===== config.mk =====
export PLATFORM = sky130hd
export DESIGN_NAME = alu_arbiter
export DESIGN_NICKNAME = d
export VERILOG_FILES = /design/src/rtl/alu_pkg.sv /design/src/rtl/rr_arbiter2.sv /design/src/rtl/alu_arbiter.sv
export SDC_FILE = /design/constraint.sdc
export NUM_CORES = 1
export LEC_CHECK = 0
export CAP_MARGIN = 40
export CORE_UTILIZATION = 40
export CTS_BUF_LIST = sky130_fd_sc_hd__clkbuf_8 sky130_fd_sc_hd__clkbuf_16
export DETAILED_ROUTE_END_ITERATION = 8
export PLACE_DENSITY = 0.82
export REMOVE_ABC_BUFFERS = 1
export SETUP_SLACK_MARGIN = 0.4
export SYNTH_ARGS = -nofsm -noshare
export SYNTH_HDL_FRONTEND = slang
export SYNTH_SLANG_ARGS = --single-unit

===== constraint.sdc =====
create_clock -name clk -period 1.9 [get_ports clk]
set_clock_uncertainty 0.05 [all_clocks]
set_input_delay 0.19 -clock clk [delete_from_list [all_inputs] [get_ports clk]]
set_output_delay 0.19 -clock clk [all_outputs]
set_load 0.05 [all_outputs]

===== src/rtl/alu_pkg.sv =====
// Shared types for the two-requester ALU arbiter.
// Covers ALU op codes, arbiter FSM states and the captured request bundle.
package alu_pkg;

  typedef enum logic [2:0] {
    ADD_SUB = 3'b000,
    SLL     = 3'b001,
    SLT     = 3'b010,
    SLTU    = 3'b011,
    XOR     = 3'b100,
    SR      = 3'b101,
    OR      = 3'b110,
    AND     = 3'b111
  } alu_op_e;

  typedef enum logic [1:0] {
    IDLE  = 2'b00,
    ISSUE = 2'b01,
    RESP  = 2'b10
  } arb_state_e;

  typedef struct packed {
    logic [2:0]  cntrl;
    logic        useF7;
    logic        inv;
    logic [31:0] a;
    logic [31:0] b;
  } alu_req_t;

  // Packs one requester's port fields into the request bundle.
  function automatic alu_req_t pack_req(input logic [2:0] cntrl, input logic useF7,
                                        input logic inv, input logic [31:0] a,
                                        input logic [31:0] b);
    alu_req_t r;
    r.cntrl = cntrl;
    r.useF7 = useF7;
    r.inv   = inv;
    r.a     = a;
    r.b     = b;
    return r;
  endfunction

endpackage


===== src/rtl/rr_arbiter2.sv =====
// Two-way round-robin tie-break: a lone requester always wins,
// and on a tie the requester that did not win last time is granted.
module rr_arbiter2 (
  input  logic [1:0] req,
  input  logic       lastGrant,
  output logic [1:0] grant
);

  always_comb begin
    grant = 2'b00;
    case (req)
      2'b01:   grant = 2'b01;
      2'b10:   grant = 2'b10;
      2'b11:   grant = lastGrant ? 2'b01 : 2'b10;
      default: grant = 2'b00;
    endcase
  end

endmodule


===== src/rtl/alu_arbiter.sv =====
// Shares one external combinational ALU between two requesters.
// Each op takes IDLE (accept) -> ISSUE (drive ALU) -> RESP (hold result until consumed).
module alu_arbiter
  import alu_pkg::*;
#(
  parameter int PRIO_RESET = 0
) (
  input  logic        clk,
  input  logic        rstN,

  input  logic        reqValid_0,
  output logic        reqReady_0,
  input  logic [2:0]  reqCntrl_0,
  input  logic        reqUseF7_0,
  input  logic        reqInv_0,
  input  logic [31:0] reqA_0,
  input  logic [31:0] reqB_0,
  output logic        rspValid_0,
  input  logic        rspReady_0,
  output logic [31:0] rspResult_0,
  output logic        rspBranch_0,

  input  logic        reqValid_1,
  output logic        reqReady_1,
  input  logic [2:0]  reqCntrl_1,
  input  logic        reqUseF7_1,
  input  logic        reqInv_1,
  input  logic [31:0] reqA_1,
  input  logic [31:0] reqB_1,
  output logic        rspValid_1,
  input  logic        rspReady_1,
  output logic [31:0] rspResult_1,
  output logic        rspBranch_1,

  output logic [2:0]  aluCntrl,
  output logic        useF7,
  output logic        inv,
  output logic [31:0] srcA,
  output logic [31:0] srcB,
  input  logic [31:0] aluResult,
  input  logic        branchFlag
);

  // lastGrant resets to the opposite requester so PRIO_RESET wins the first tie.
  localparam logic LAST_RESET = (PRIO_RESET == 0) ? 1'b1 : 1'b0;

  arb_state_e state;
  arb_state_e stateNext;
  logic       owner;
  logic       lastGrant;
  alu_req_t   aluReq;
  alu_req_t   req0;
  alu_req_t   req1;
  logic [1:0] grant;
  logic       handshake;
  logic       grantOwner;
  logic       rspFire;

  assign req0 = pack_req(reqCntrl_0, reqUseF7_0, reqInv_0, reqA_0, reqB_0);
  assign req1 = pack_req(reqCntrl_1, reqUseF7_1, reqInv_1, reqA_1, reqB_1);

  rr_arbiter2 u_rr (
    .req       ({reqValid_1, reqValid_0}),
    .lastGrant (lastGrant),
    .grant     (grant)
  );

  always_comb begin
    reqReady_0 = rstN && (state == IDLE) && grant[0];
    reqReady_1 = rstN && (state == IDLE) && grant[1];
    handshake  = (reqValid_0 && reqReady_0) || (reqValid_1 && reqReady_1);
    grantOwner = grant[1];
    rspValid_0 = (state == RESP) && !owner;
    rspValid_1 = (state == RESP) && owner;
    rspFire    = owner ? rspReady_1 : rspReady_0;
  end

  always_comb begin
    stateNext = state;
    case (state)
      IDLE:    if (handshake) stateNext = ISSUE;
      ISSUE:   stateNext = RESP;
      RESP:    if (rspFire) stateNext = IDLE;
      default: stateNext = IDLE;
    endcase
  end

  always_ff @(posedge clk or negedge rstN) begin
    if (!rstN) begin
      state     <= IDLE;
      owner     <= 1'b0;
      lastGrant <= LAST_RESET;
    end else begin
      state <= stateNext;
      if (handshake) begin
        owner     <= grantOwner;
        lastGrant <= grantOwner;
      end
    end
  end

  // The ALU sees the captured op only during ISSUE and zeros otherwise.
  always_ff @(posedge clk or negedge rstN) begin
    if (!rstN) begin
      aluReq <= '0;
    end else if (handshake) begin
      aluReq <= grantOwner ? req1 : req0;
    end else if (state == ISSUE) begin
      aluReq <= '0;
    end
  end

  assign aluCntrl = aluReq.cntrl;
  assign useF7    = aluReq.useF7;
  assign inv      = aluReq.inv;
  assign srcA     = aluReq.a;
  assign srcB     = aluReq.b;

  always_ff @(posedge clk or negedge rstN) begin
    if (!rstN) begin
      rspResult_0 <= '0;
      rspBranch_0 <= 1'b0;
      rspResult_1 <= '0;
      rspBranch_1 <= 1'b0;
    end else if (state == ISSUE) begin
      if (owner) begin
        rspResult_1 <= aluResult;
        rspBranch_1 <= branchFlag;
      end else begin
        rspResult_0 <= aluResult;
        rspBranch_0 <= branchFlag;
      end
    end
  end

endmodule


==> impl_metrics.env <==
export IMPL_drt_pass1_iter_count=5
export IMPL_power_total_mw=21.7
export IMPL_start_kind="flip-flop"
export IMPL_clock_latency_ns=0.41
export IMPL_ys_seq_area_share_pct=56.2
export IMPL_max_freq_ghz=0.549
export IMPL_critPathLaunch="state[0]$_DFFE_PN0P_"
export IMPL_drtIter0Drc=278
export IMPL_tightest_slew_ns=0.852
export IMPL_hold_path_class="input port to flip-flop"
export IMPL_drive_above_1_share_pct=40.4
export IMPL_coreArea_um2=15100
export IMPL_ys_seq_elements=139
export IMPL_setup_viol=0
export IMPL_hold_viol=0
export IMPL_cpPeakStageDelay_ns=0.42
export IMPL_final_max_slew_viol_count=0
export IMPL_cp_slowest_cell="dfrtp_1"
export IMPL_synth_top_area_share_pct=55.8
export IMPL_final_antenna_net_count=0
export IMPL_power_density_nw_per_um2=1880
export IMPL_track_usage_pct=27.8
export IMPL_synth_common_cells="138 x dfrtp_1, 72 x a21oi_1, 72 x inv_1"
export IMPL_fin_crit_ns=1.82
export IMPL_clk_pin_slew_ns=0.06
export IMPL_ios=316
export IMPL_num_vias=5793
export IMPL_yosysTopAreaCell="dfrtp_1"
export IMPL_cts_sinks=139
export IMPL_synth_edf_count=0
export IMPL_syn_inst=547
export IMPL_grt_start_max_net_pins=140
export IMPL_reg2reg_slack_ns=0.09
export IMPL_finalNetCount=1051
export IMPL_via_per_inst=5.38
export IMPL_yosysMostFrequentCell="dfrtp_1"
export IMPL_antenna_found_initial=1
export IMPL_ctsHtreeMaxLevel=4
export IMPL_initial_utilization_pct=40.9
export IMPL_setup_tns_ns=0
export IMPL_yosys_warnings=0
export IMPL_synthTopCellsByArea="dfrtp_1 56%, o32ai_1 9.8%, mux2_4 7.3%"
export IMPL_end_kind="output pin"
export IMPL_r2r_start="state[1]$_DFFE_PN0P_"
export IMPL_die_area_um2=16000
export IMPL_drc=0
export IMPL_postSynth_asyncResetShare_pct=100
export IMPL_synthFlopType="dfrtp_1"
export IMPL_finalCritPeriodShare_pct=95.9
export IMPL_synth_avg_cell_area_um2=11.3
export IMPL_path_cells="nor3b_4 > o21ai_4 > a21oi_2 > buf_12"
export IMPL_criticalPathCategory="flip-flop to output pin"
export IMPL_cts_root_buf="clkbuf_16"
export IMPL_wl_mm=23.1
export IMPL_max_cap_violations=0
export IMPL_p_leak_nw=4.88
export IMPL_yosysUniqueCellTypes=24
export IMPL_cts_buffer_depth=2
export IMPL_gp_congestion=0.823
export IMPL_fp_dieW_um=126
export IMPL_wire_per_inst_um=21.5
export IMPL_cp_required_ns=1.66
export IMPL_numCtsBuffers=17
export IMPL_overflow=0
export IMPL_synthToLayoutAreaGrowth_pct=85.8
export IMPL_syn_area_um2=6190
export IMPL_hpwl_mm=13.5
export IMPL_crit_fanout=3
export IMPL_peakVddDrop_uv=990
export IMPL_cts_tree="done"
export IMPL_die_y_um=126
export IMPL_grt_pass1_wl_mm=33.6
export IMPL_num_rows=45
export IMPL_status="complete, no violations"
export IMPL_cp_arrival_ns=1.58
export IMPL_worstHoldStart="reqValid_0"
export IMPL_fillers=905
export IMPL_grt_pass1_vias=5935
export IMPL_rsz0062_at_grt="true"
export IMPL_io_buffers=315
export IMPL_relSlewSlack_pct=43.2
-- registers in the layout, indices dropped and copies added (netlist names) --
signal	flops
aluCntrl	3
inv	1
lastGrant	1
owner	1
rspBranch_0	1
rspBranch_1	1
rspResult_0	32
rspResult_1	32
srcA	32
srcB	32
state	2
useF7	1
-- repair_timing --
action                                  in CTS  in global routing
endpoints found under the setup margin     268                144
hold buffers                                 1                  0
cloned                                       4                  7
setup buffers                                8                  2
pin swaps                                    6                  7
resized for setup                          438                 65
endpoints found under the hold margin      138                  0
-- critical path: cells and delay by family (launching register included) --
kind                   cells  cell delay [ns]
flip-flops                 1             0.42
buffers and inverters      1             0.16
AND/OR/NAND/NOR            1             0.30
AO/OA/AOI/OAI              2             0.29
-- power by group --
| part | internal (mW) | leakage, nW | switching [mW] |
|---|---|---|---|
| clock | 2.01 | 0.293 | 1.32 |
| sequential | 4.39 | 1.72 | 0.879 |
| combinational | 4.91 | 2.87 | 8.17 |
| total | 11.3 | 4.88 | 10.4 |
-- cell families (layout without fill, tap and decap cells) --
family / count (synthesis) / after routing / synth area share, %
multiplexers: 67 / 67 / 14.0
flip-flops: 139 / 139 / 56.2
AO/OA/AOI/OAI: 147 / 147 / 16.3
buffers and inverters: 116 / 456 / 8.43
other: 0 / 1 / 0
AND/OR/NAND/NOR: 78 / 78 / 5.07
-- metal layers --
metal / vias to the layer above / wire length (um) / track usage [%]
met5: - / 0 / 0
met4: 0 / 541 / 10.8
met3: 40 / 1710 / 8.10
met2: 310 / 12100 / 49.4
met1: 2870 / 8780 / 31.3
li1: 2573 / - / -
-- final timing paths --
kind                                               end  depth (start not counted)
min                              lastGrant$_DFFE_PN1P_                          2
max in group asynchronous         srcB[11]$_DFFE_PN0P_                          3
min in group asynchronous         state[0]$_DFFE_PN0P_                          3
min reg2reg                 rspResult_0[4]$_DFFE_PN0P_                          1
max reg2reg                rspResult_1[19]$_DFFE_PN0P_                          5
max                                         reqReady_1                          4
-- layout by cell type (no fill, tap or decap), types with 20 or more instances in the layout --
cell / count
nor2_1: 69
o32ai_2: 47
inv_1: 72
o32ai_4: 20
clkdlybuf4s50_1: 174
clkbuf_16: 21
mux2_2: 37
mux2_4: 30
dfrtp_1: 137
a21oi_1: 70
clkdlybuf4s15_2: 128
-- area by class of cell --
class,instances,area [um^2],area share (%)
Clock inverter,13,140,1.22
Sequential cell,139,3480,30.3
Tap cell,188,235,2.04
Inverter,72,270,2.35
Clock buffer,19,453,3.94
Antenna cell,1,2.50,0.0218
Timing Repair Buffer,352,3940,34.2
Multi-Input combinational cell,292,2980,25.9
-- through the flow --
stage / utilization [%] / cells / instance area, um^2 / setup WS (ns) / hold slack, ns
6_report: 76.0 / 1076 / 11500 / 0.0777 / 0.140
5_1_grt: 76.0 / 1076 / 11500 / 0.0406 / 0.160
4_1_cts: 71.9 / 1066 / 10900 / 0.0828 / 0.131
3_5_place_dp: 63.5 / 1021 / 9620 / 0.0321 / 0.356
3_3_place_gp: 63.5 / 1021 / 9620 / 0.0986 / 0.354
2_1_floorplan: - / 503 / 5940 / -0.874 / -0.156
Power figures use the tool's default switching activity.
